[src/rtl/demux1to16_deser_pkg.sv]
// Shared definitions for the 1-to-N serial demultiplexer / deserializer.
// Holds the default word width and the collector state encoding.
package demux_pkg;

   localparam int DEF_WIDTH = 16;

   typedef enum logic [0:0] {
      COLLECT = 1'b0,
      HOLD    = 1'b1
   } state_t;

endpackage

[src/rtl/demux1to16_deser.sv]
// Serial-to-parallel collector: each accepted bit lands at position sel of a
// shadow word; once every position is written the word is presented on out.
module demux1to16_deser
   import demux_pkg::*;
#(
   parameter int WIDTH = DEF_WIDTH,
   parameter int SEL_W = $clog2(WIDTH)
) (
   input  logic             clk,
   input  logic             rst_n,
   input  logic             in_valid,
   output logic             in_ready,
   input  logic             in_bit,
   input  logic [SEL_W-1:0] sel,
   input  logic             flush,
   output logic [WIDTH-1:0] out,
   output logic             out_valid,
   input  logic             out_ready,
   output logic [SEL_W:0]   fill_cnt,
   output logic             dup_err
);

   // Handshakes: a transfer happens on a rising edge where valid && ready.
   // Input side: in_ready depends only on state. Output side: out/out_valid
   // stay frozen while out_valid && !out_ready.

   localparam logic [SEL_W:0] LAST_CNT = (SEL_W+1)'(WIDTH - 1);
   localparam logic [SEL_W:0] FULL_CNT = (SEL_W+1)'(WIDTH);

   state_t           state;
   logic [WIDTH-1:0] shadow;
   logic [WIDTH-1:0] mask;
   logic [WIDTH-1:0] shadow_nxt;
   logic             accept;
   logic             is_new;
   logic             complete;
   logic             out_hs;

   assign in_ready = (state == COLLECT);
   assign accept   = in_valid && in_ready && !flush;
   assign is_new   = !mask[sel];
   assign complete = accept && is_new && (fill_cnt == LAST_CNT);
   assign out_hs   = out_valid && out_ready;

   // Shadow with the incoming bit merged, so the completing bit reaches out.
   always_comb begin
      shadow_nxt      = shadow;
      shadow_nxt[sel] = in_bit;
   end

   always_ff @(posedge clk or negedge rst_n) begin
      if (!rst_n) begin
         shadow <= '0;
      end else if (accept) begin
         shadow <= shadow_nxt;
      end
   end

   always_ff @(posedge clk or negedge rst_n) begin
      if (!rst_n) begin
         mask <= '0;
      end else if (flush || out_hs) begin
         mask <= '0;
      end else if (accept) begin
         mask[sel] <= 1'b1;
      end
   end

   always_ff @(posedge clk or negedge rst_n) begin
      if (!rst_n) begin
         fill_cnt <= '0;
      end else if (flush || out_hs) begin
         fill_cnt <= '0;
      end else if (accept && is_new && fill_cnt != FULL_CNT) begin
         fill_cnt <= fill_cnt + 1'b1;
      end
   end

   always_ff @(posedge clk or negedge rst_n) begin
      if (!rst_n) begin
         dup_err <= 1'b0;
      end else begin
         dup_err <= accept && !is_new;
      end
   end

   // out keeps the last delivered word after handshake or flush.
   always_ff @(posedge clk or negedge rst_n) begin
      if (!rst_n) begin
         state     <= COLLECT;
         out_valid <= 1'b0;
         out       <= '0;
      end else if (flush || out_hs) begin
         state     <= COLLECT;
         out_valid <= 1'b0;
      end else if (complete) begin
         state     <= HOLD;
         out_valid <= 1'b1;
         out       <= shadow_nxt;
      end
   end

endmodule
[config.mk]
export PLATFORM = sky130hd
export DESIGN_NAME = demux1to16_deser
export DESIGN_NICKNAME = d
export VERILOG_FILES = /design/src/rtl/demux1to16_deser_pkg.sv /design/src/rtl/demux1to16_deser.sv
export SDC_FILE = /design/constraint.sdc
export NUM_CORES = 1
export LEC_CHECK = 0
export BUFFER_PORTS_ARGS = -buffer_cell sky130_fd_sc_hd__buf_2
export CAP_MARGIN = 10
export CORE_MARGIN = 5
export CORE_UTILIZATION = 60
export DETAILED_ROUTE_END_ITERATION = 10
export PLACE_DENSITY = 0.82
export SYNTH_ARGS = -nofsm -noshare
export SYNTH_HDL_FRONTEND = slang
export SYNTH_SLANG_ARGS = --single-unit
[constraint.sdc]
create_clock -name clk -period 5.8 [get_ports clk]
set_input_delay 0.58 -clock clk [delete_from_list [all_inputs] [get_ports clk]]
set_output_delay 0.58 -clock clk [all_outputs]
set_load 0.005 [all_outputs]
## Word-level counts from Yosys, hierarchy flattened

Index checks and enable logic that the tools add are counted.

| storage, ports and cells | value |
|---|---|
| flip-flop bits (word level) | 55 |
| output and inout port bits | 24 |
| word-level logic and storage cells | 40 |

| cells by class | value |
|---|---|
| $add $sub $neg | 1 |
| $lt $le $gt $ge | 2 |
| eq/ne operators | 2 |
| mux-type cells | 11 |
| bitwise logic cells | 3 |
| reductions and logical operators | 15 |

Operator list:

| cell | count |
|---|---|
| 2-to-1 mux 16 bit | 2 |
| bitwise mux 16 bit | 1 |
| OR 16 bit | 1 |
| 2-to-1 mux 5 bit | 2 |
| logical AND 1 bit | 8 |
| nonzero test 2 bit | 3 |
| adder 5 x 1 -> 5 bit, second input constant | 1 |
| == test 5 x 4 -> 1 bit, second input constant | 1 |
| < comparator 4 x 5 -> 1 bit, second input constant | 1 |
| != test 5 bit, second input constant | 1 |
| binary-select mux 1 bit (select 4 bit) | 1 |
| demux 1 bit (select 4 bit) | 1 |
| >= comparator 4 x 1 -> 1 bit, second input constant | 1 |
| 2-to-1 mux 1 bit | 4 |
| logical NOT 1 bit | 2 |
| inverter 1 bit | 2 |
| AND reduction 2 bit | 1 |
| logical OR 1 bit | 1 |

## Logic depth before layout (Yosys ltp)

Gate-level depths: netlist of the first run.

| depth | value |
|---|---|
| depth in word-level cells | 7 |
| depth in mapped cells | 8 |
| depth with buffers taken out | 5 |

## Worst setup path before layout of the first run

OpenSTA, ideal clock, no wires.

| path | value |
|---|---|
| path kind | input-to-reg |
| start point | in sel[0] |
| end point | reg out[10] |
| library setup time | 0.125 ns |
| arrival time | 2.150 ns |
| required time | 5.675 ns |
| slack | 3.525 ns |
| stages | 7 |
| path through | buf_6 -> mux2_1 -> o22a_1 -> a21oi_4 -> o2111ai_4 -> buf_6 -> mux2_4 |

| between the ends | value |
|---|---|
| cells in the longest elaborated chain, start to end | 6 |
| elaborated cells on any way between the ends | 12 |
| classes of those cells | order compare (2); mux (5); reduce/logical (5) |

RTL lines:

| element | RTL line | source |
|---|---|---|
| start, declared | demux1to16_deser.sv:14 | `input logic [SEL_W-1:0] sel,` |
| branches (longest 6 deep; another with < comparator 4 x 5 -> 1 bit) | -- |  |
| end signal, assigned | demux1to16_deser.sv:99 | `out <= shadow_nxt;` |
| end, declared | demux1to16_deser.sv:16 | `output logic [WIDTH-1:0] out,` |

Several ways; the timed one is not identified. The select of a mux whose other input is x is not followed.
A chain may end at the register's enable or synchronous reset.

## Final worst setup path of the first run

| path | value |
|---|---|
| start point | in sel[0] |
| end point | reg out[8] |

Same word-level chain as after synthesis.

==> flow_metrics.py, run 1 <==
metrics = {
    "run_status": {
        "status": "finished clean",
    },
    "power": {
        "leakage_nw": 1.54,
        "finalPower_mw": 0.744,
        "p_per_area_nw_per_um2": 247,
        "max-vdd-ir-drop_uv": 171,
    },
    "timing": {
        "fin_worst_skew_ns": 0.00857,
        "slew_violations": 0,
        "fin_crit_sh_pct": 41.4,
        "tns_ns": 0,
        "rsz0062_at_grt": "false",
        "hold_viol_final": 0,
        "max_slew_margin_pct": 49.3,
        "fmax_mhz": 416,
        "holdWs_ns": 0.392,
        "worstMarginPinSlew_ns": 0.759,
        "setup_viol": 0,
        "period_needed_ns": 2.40,
    },
    "die": {
        "placementRows": 24,
        "chipHeight_um": 77.5,
        "initial_core_util_pct": 62.4,
        "io-pin-count": 34,
        "die_w_um": 77.5,
        "core_sq_um": 4380,
        "dieArea_sq_um": 6010,
    },
    "critical_path": {
        "reg2reg_depth": 5,
        "arrival_ns": 2.59,
        "path_max_fanout": 17,
        "cp-end-kind": "register",
        "critPathRequiredTime_ns": 5.98,
        "critPathKind": "input pin to register",
        "cp-startpoint": "sel[0]",
        "crit-reg2reg-launch": "mask[3]",
        "critPathLaunchType": "input pin",
        "r2r_slack_ns": 3.65,
        "crit-reg2reg-capture": "out[8]",
    },
    "clock_tree": {
        "hold_buffers": 0,
        "cts_resized": 0,
        "clkLatencyLatePin_ns": 0.30,
        "h-tree-depth": 2,
        "clk_pin_slew_ns": 0.09,
        "cts_made_buffers": 5,
        "root_buffer": "clkbuf_8",
        "cts_tree": "done",
        "clockBufferDepth": 2,
        "clock_sinks": 55,
        "postCtsSetupRepairBufs": 0,
    },
    "global_routing": {
        "antenna_found_initial": 0,
        "grt_pass1_wl_um": 9090,
        "grt_max_degree": 56,
        "grt_overflow_total": 0,
        "grt_use_total_pct": 18.7,
        "grt_pass1_vias": 1861,
    },
    "drt": {
        "first_pass_iters": 4,
        "wl_um": 5070,
        "drt_iter0_drc": 121,
        "viasPerCell": 5.73,
        "wl_met3_um": 181,
        "drtAntennaViolNets": 0,
        "m1WireLength_um": 2430,
        "drc_errors": 0,
        "wl_met2_um": 2370,
        "dr_total_vias": 1783,
        "routed.top_layer": "met4",
        "routedWlPerCell_um": 16.3,
    },
    "cells_and_area": {
        "nets": 271,
        "areaGrowthSynthToFinish_pct": 10.1,
        "final_area_sq_um": 3010,
        "diodes": 0,
        "drive_gt1_share_pct": 39.8,
        "fin_util_pct": 68.7,
        "final_cell_mix": "55 x dfrtp_1, 45 x mux2_2, 33 x buf_2",
        "final_common_cell": "dfrtp_1",
    },
    "logic_synthesis": {
        "ys_warn_count": 0,
        "ys_ff_latch": 55,
        "syn_avg_cell_area_sq_um": 12.0,
        "synthDistinctLibCells": 29,
        "seq_area_frac_synth_pct": 50.3,
        "synth_area_sq_um": 2740,
        "synthesis.nets": 241,
        "netlist_instances": 228,
    },
    "placed_design": {
        "place_area_sq_um": 2910,
        "place.gp.congestion": 0.813,
        "post-dp-hpwl_um": 3670,
        "port_buffers": 33,
    },
    "flow_run": {
        "cap_viol_max_count": 0,
    },
    "min_path": {
        "hold_path_class": "input pin to asynchronous set/reset pin",
    },
}
[layout make-up]
class                           instances  area (sq um)
Sequential cell                        55          1380
Multi-Input combinational cell        155          1270
Inverter                                6          22.5
Timing Repair Buffer                   35           180
Fill cell                             327          1370
Clock buffer                            8           100
Tap cell                               52          65.1
[synth_stat cells (all sizes together)]
master    n  area share [%]
nand3     1            0.18
dfrtp    55              50
nand2    11             1.5
inv       6            0.82
or2       4            0.91
o21ai     2            0.37
ha        3             1.4
o211ai    2            0.55
buf       4             1.4
nor2     30             4.1
nor3      5            0.91
a31oi     1            0.23
mux2     56              24
o2111ai   1            0.96
a2bb2oi   1            0.32
nand2b    7             1.6
clkbuf    8             1.1
mux2i     4             1.5
o22ai     2            0.46
o21a     17             4.7
and2      1            0.23
o22a      2            0.64
a21oi     2            0.78
and3      2            0.46
or3       1            0.23
[where the power goes]
group,switching (mW),internal (mW)
Clock,0.113,0.109
Combinational,0.0495,0.0502
Sequential,0.0132,0.408
[sequential cells by signal, indices dropped and copies added, names as in the netlist]
signal    flops
dup_err       1
fill_cnt      5
out          16
shadow       16
state         1
mask         16
[logic make-up (layout without fill, tap and decap cells)]
kind of cell	Yosys count	in the layout	synth area share [%]
simple gates	62	62	10.2
mux	60	60	25.9
flops	55	55	50.3
compound gates	30	30	8.96
buf+inv	18	49	3.34
fa+ha+maj	3	3	1.37
[worst max-delay path, cell delays in order]
cell	delay, ns
buf_2	0.29
mux2_2	0.38
o22a_1	0.22
a21oi_4	0.25
o2111ai_4	0.43
mux2_4	0.44
[per-stage QoR]
stage                     instances  worst slack [ns]
after floorplan                 228              3.52
after global placement          303              3.14
after detailed placement        303              3.10
after CTS                       311              3.38
after global routing            311              3.29
final                           311              3.40
[worst max path at each step]
stage               slack (ns)      end  depth (start not counted)
floorplan                 3.52  out[10]                          7
global placement          3.14   out[9]                          6
detailed placement        3.10  out[11]                          6
CTS                       3.38  out[11]                          6
global route              3.29  out[12]                          6
finish                    3.40   out[8]                          6
[per-layer routing]
metal | global-route usage, % | up-vias
met5 | 0 | -
met4 | 4.64 | 0
met3 | 4.17 | 7
met2 | 28.6 | 30
met1 | 27.1 | 898
li1 | - | 848
(Power assumes the default switching activity.)
==> run 2: changes to the inputs <==
- CORE_UTILIZATION: 60 -> 52
- PLACE_DENSITY: 0.82 -> 0.76
- clock period: 5.8 -> 2 ns (I/O delays scaled with it)
==> run 2 against run 1 <==
Compared with the run above: sequential cell count unchanged; largest cell class unchanged; final cell count up 8.7%; sequential share of layout area down 1.5 points; highest routed layer unchanged; count of clock-buffer cells in the layout down 3; total power rose to 2.9 times the previous value; design area up 3.4%.
==> flow_metrics.py, run 2 (synthesis results as in run 1) <==
metrics = {
    "die": {
        "dieArea_sq_um": 6810,
        "chipHeight_um": 82.5,
        "core_sq_um": 5110,
        "io-pin-count": 34,
        "placementRows": 26,
        "initial_core_util_pct": 53.6,
        "die_w_um": 82.5,
    },
    "global_routing": {
        "antenna_found_initial": 0,
        "grt_pass1_vias": 1864,
        "grt_pass1_wl_um": 9180,
        "grt_use_total_pct": 18.0,
        "busiest_layer": "met2",
        "grt_util_met1_pct": 25.5,
        "grt_overflow_total": 0,
        "grt_use_met2_pct": 27.8,
        "grt_max_degree": 33,
        "grt_use_met3_pct": 4.34,
    },
    "drt": {
        "drtAntennaViolNets": 0,
        "drt_iter0_drc": 101,
        "wl_um": 5200,
        "dr_total_vias": 1808,
        "first_pass_iters": 4,
        "drc_errors": 0,
        "routedWlPerCell_um": 15.4,
        "viasPerCell": 5.35,
    },
    "clock_tree": {
        "clockBufferDepth": 2,
        "clkLatencyLatePin_ns": 0.31,
        "h-tree-depth": 2,
        "cts_tree": "done",
        "root_buffer": "clkbuf_8",
        "clock_sinks": 55,
        "clk_pin_slew_ns": 0.10,
        "cts_made_buffers": 5,
    },
    "power": {
        "p_per_area_nw_per_um2": 682,
        "max-vdd-ir-drop_uv": 441,
        "leakage_nw": 1.59,
    },
    "cells_and_area": {
        "largestRegisters": "mask: 16 flops, out: 16 flops, shadow: 16 flops",
        "final_common_cell": "dfrtp_1",
        "final_cell_mix": "55 x dfrtp_1, 45 x mux2_2, 33 x buf_2",
        "fin_cells": 338,
        "diodes": 0,
        "nets": 280,
        "areaGrowthSynthToFinish_pct": 13.8,
        "drive_gt1_share_pct": 41.8,
    },
    "placed_design": {
        "dp.cells": 329,
        "post-dp-hpwl_um": 3810,
        "port_buffers": 33,
        "place.gp.congestion": 0.888,
    },
    "timing": {
        "period_needed_ns": 1.85,
        "hold_viol_final": 0,
        "max_slew_margin_pct": 58.9,
        "fin_crit_sh_pct": 92.7,
        "fin_worst_skew_ns": 0.00849,
        "tns_ns": 0,
        "fmax_mhz": 540,
        "holdWs_ns": 0.260,
        "setup_viol": 0,
        "worstMarginPinSlew_ns": 0.617,
        "rsz0062_at_grt": "false",
        "slew_violations": 0,
    },
    "critical_path": {
        "reg2reg_depth": 6,
        "cp-startpoint": "mask[3]",
        "arrival_ns": 2.05,
        "crit-reg2reg-launch": "mask[3]",
        "critPathKind": "register to register",
        "critPathLaunchType": "register",
        "r2r_slack_ns": 0.15,
        "cp-end-kind": "register",
        "critPathRequiredTime_ns": 2.20,
        "path_max_fanout": 17,
    },
    "min_path": {
        "hold_path_depth": 3,
        "hp-start": "in_valid",
        "hold_path_class": "input pin to register",
    },
    "flow_run": {
        "cap_viol_max_count": 0,
    },
    "run_status": {
        "status": "finished clean",
    },
}
## run 2: cell count changes in the layout (fill, tap and decap cells not counted)
cell           change
clkbuf_1           -1
clkinv_2           +3
buf_12             +2
buf_4              +6
dlygate4sd3_1      +1
clkbuf_8           -2
## run 2: final cells by class
type / count / area, sq um
repair buffers: 44 / 275
clock buffers: 5 / 68.8
well taps: 70 / 87.6
multi-input cells: 155 / 1270
clock inverters: 3 / 15.0
flip-flops and latches: 55 / 1380
fillers: 411 / 1990
inverters: 6 / 22.5
## run 2: repair_timing
action	in CTS	in global routing
endpoints found under the hold margin	24	0
gates resized for setup	0	0
buffers inserted	0	0
hold buffers	1	0
## run 2: worst paths after layout
kind	to
max in group asynchronous	mask[5]
worst min-delay path	dup_err
worst min register to register	mask[7]
worst max-delay path	out[11]
min in group asynchronous	fill_cnt[0]
worst max register to register	out[11]
## run 2: where the power goes
group	internal [mW]	switching (mW)	leakage (nW)	total (mW)
clock network	0.241	0.355	0.0477	0.596
registers	1.18	0.0340	0.746	1.22
logic	0.162	0.148	0.795	0.310
## run 2: through the flow
| step | utilization [%] | setup WS [ns] | power (mW) | area, sq um |
|---|---|---|---|---|
| final | 61.0 | 0.147 | 2.12 | 3110 |
| after global routing | 61.0 | 0.0237 | 2.23 | 3110 |
| after CTS | 61.0 | 0.132 | 2.15 | 3110 |
| after detailed placement | 59.1 | 0.0578 | 1.55 | 3020 |
| after global placement | 59.1 | 0.0836 | 1.54 | 3020 |
| after floorplan | - | 0.0897 | 1.45 | 2740 |
## run 2: per-layer routing
layer / vias to the layer above / part of all wire [%]
met4: 0 / 1.2
met3: 8 / 4.9
met1: 898 / 48
met2: 35 / 46
li1: 867 / -
met5: - / 0
## run 2: critical path, cell delays in order, from the launching register on
cell and delay, ns:
dfrtp_1 0.39, mux2_1 0.29, o22a_1 0.23, a21oi_4 0.18, o2111ai_4 0.15, buf_12 0.20, mux2_4 0.30
==> run 3: changes to the inputs <==
- ABC_AREA: unset -> 1
==> run 3 against run 2 <==
Compared with the run above: highest routed layer unchanged; first-iteration DRC count grew 78%; count of clock-buffer cells in the layout is 1 higher; clock skew up 0.0011 ns; design area decreased by 2.0%.
==> flow_metrics.py, run 3 <==
metrics = {
    "logic_synthesis": {
        "async_flop_share_pct": 100,
        "syn_avg_cell_area_sq_um": 8.23,
        "synth_common_cells": "101 x nand2_1, 55 x dfrtp_1, 33 x inv_1",
        "seq_area_frac_synth_pct": 50.5,
        "synth_top_area_share_pct": 50.5,
        "ys_warn_count": 0,
        "synth_most_common_cell": "nand2_1",
        "synth_edf_count": 0,
        "synthTopCellsByArea": "dfrtp_1 51%, nand2_1 14%, o21ai_0 5.5%, o21ai_2 5.1%, inv_1 4.5%",
        "ys_ff_latch": 55,
        "synth_area_sq_um": 2720,
        "synthDistinctLibCells": 24,
        "yosysTopAreaCell": "dfrtp_1",
        "synthesis.nets": 344,
        "synthFlopType": "dfrtp_1",
        "netlist_instances": 331,
    },
    "global_routing": {
        "grt_pass1_wl_um": 9960,
        "grt_pass1_vias": 2141,
        "antenna_found_initial": 0,
        "grt_max_degree": 34,
        "grt_use_total_pct": 19.5,
        "grt_overflow_total": 0,
    },
    "power": {
        "power_frac_comb_pct": 12.3,
        "p_seq_share_pct": 60.0,
        "swShare_pct": 26.4,
        "max-vdd-ir-drop_uv": 425,
        "leakage_nw": 1.50,
        "finalPower_mw": 2.04,
        "clkPwrFrac_pct": 27.7,
        "p_int_mw": 1.50,
        "p_per_area_nw_per_um2": 668,
        "switching_power_mw": 0.539,
    },
    "die": {
        "placementRows": 26,
        "chipHeight_um": 82.4,
        "initial_core_util_pct": 53.3,
        "core_sq_um": 5110,
        "io-pin-count": 34,
        "dieArea_sq_um": 6790,
        "die_w_um": 82.4,
    },
    "drt": {
        "first_pass_iters": 4,
        "dr_total_vias": 2201,
        "wl_um": 5670,
        "drt_iter0_drc": 180,
        "drtAntennaViolNets": 0,
        "drc_errors": 0,
        "routedWlPerCell_um": 13.0,
        "viasPerCell": 5.04,
    },
    "clock_tree": {
        "clkLatencyLatePin_ns": 0.30,
        "clock_sinks": 55,
        "root_buffer": "clkbuf_8",
        "cts_made_buffers": 5,
        "clockBufferDepth": 2,
        "cts_tree": "done",
        "h-tree-depth": 2,
        "clk_pin_slew_ns": 0.09,
    },
    "critical_path": {
        "crit_family": "buffers and inverters",
        "critPathKind": "register to register",
        "slowest_stage": "dfrtp_1",
        "critPathLaunchType": "register",
        "critPathRequiredTime_ns": 2.18,
        "path_max_fanout": 33,
        "crit_buf_inv": 3,
        "cp-end-kind": "register",
        "crit_chain": "inv_1 -> nand3_1 -> clkinv_1 -> nand3_4 -> buf_12 -> o21ai_1",
        "arrival_ns": 1.85,
        "slowest_delay_ns": 0.38,
    },
    "cells_and_area": {
        "areaGrowthSynthToFinish_pct": 12.0,
        "fillCellCount": 469,
        "final_cell_mix": "101 x nand2_1, 55 x dfrtp_1, 33 x inv_1, 33 x buf_2, 30 x o21ai_0",
        "fin_cells": 437,
        "nets": 381,
        "largestRegisters": "mask: 16 flops, out: 16 flops, shadow: 16 flops",
        "fin_util_pct": 59.7,
        "final_common_cell": "nand2_1",
        "diodes": 0,
        "drive_gt1_share_pct": 22.6,
    },
    "flow_run": {
        "cap_viol_max_count": 0,
    },
    "placed_design": {
        "port_buffers": 33,
        "dp.cells": 430,
        "pre_cts_ws_ns": 0.354,
        "post-dp-hpwl_um": 4130,
        "place.gp.congestion": 0.853,
    },
    "timing": {
        "worstMarginPinSlew_ns": 0.623,
        "hold_viol_final": 0,
        "rsz0062_at_grt": "false",
        "slew_violations": 0,
        "fin_crit_sh_pct": 83.6,
        "setup_viol": 0,
        "max_slew_margin_pct": 58.4,
        "fmax_mhz": 598,
        "tns_ns": 0,
        "period_needed_ns": 1.67,
        "layout_setup_ws_ns": 0.327,
        "fin_worst_skew_ns": 0.00960,
    },
    "min_path": {
        "hold_path_class": "input pin to register",
    },
    "run_status": {
        "status": "finished clean",
    },
}
-- run 3: logic make-up after synthesis --
kind of cell | count (synthesis) | synth area share [%]
XOR/XNOR | 1 | 0.322
AO/OA/AOI/OAI | 67 | 14.5
AND/OR/NAND/NOR | 159 | 25.7
adder cells (fa/ha/maj) | 3 | 1.38
flip-flops | 55 | 50.5
buffers and inverters | 46 | 7.53
-- run 3: cell type report --
cell class                      count  area [sq um]  area share, %
Sequential cell                    55          1380           45.1
Timing Repair Buffer               41           240           7.88
Tap cell                           70          87.6           2.87
Clock buffer                        6          72.6           2.38
Inverter                           35           131           4.31
Multi-Input combinational cell    230          1140           37.4
-- run 3: worst paths after layout --
check / from / end / slack [ns] / depth (start not counted)
worst max-delay path: state / state / 0.33 / 6
worst min-delay path: in_bit / shadow[0] / 0.14 / 3
worst max register to register: state / state / 0.33 / 6
worst min register to register: out[1] / out[1] / 0.48 / 2
max in group asynchronous: rst_n / shadow[10] / 0.91 / 3
min in group asynchronous: rst_n / out[13] / 0.43 / 2
-- run 3: repair_timing --
action	4_1_cts	5_1_grt
hold endpoints to repair	25	0
gates resized for setup	0	0
hold buffers	1	0
buffers inserted	0	0
-- run 3: power by group through the flow --
stage	clock network (mW)	registers, mW	logic, mW
6_report	0.565	1.22	0.251
4_1_cts	0.581	1.22	0.257
3_3_place_gp	0	1.24	0.246
5_1_grt	0.635	1.23	0.294
2_1_floorplan	0	1.24	0.167
3_5_place_dp	0	1.24	0.254
-- run 3: per-stage QoR --
stage	cell area, sq um	hold WS, ns
after global placement	2970	0.242
after detailed placement	2970	0.252
after floorplan	2720	-0.0956
final	3050	0.139
after global routing	3050	0.151
after CTS	3050	0.136
-- run 3: worst min-delay path, delay by kind of cell --
kind	cells	cell delay, ns
buffers and inverters	1	0.10
AOI/OAI and AO/OA	1	0.06
and+or+nand+nor	1	0.05
-- run 3: metal layers --
metal	global-route usage, %	wire, um
met1	26.5	2600
met4	5.15	55
met5	0	0
met3	3.80	339
met2	31.7	2680
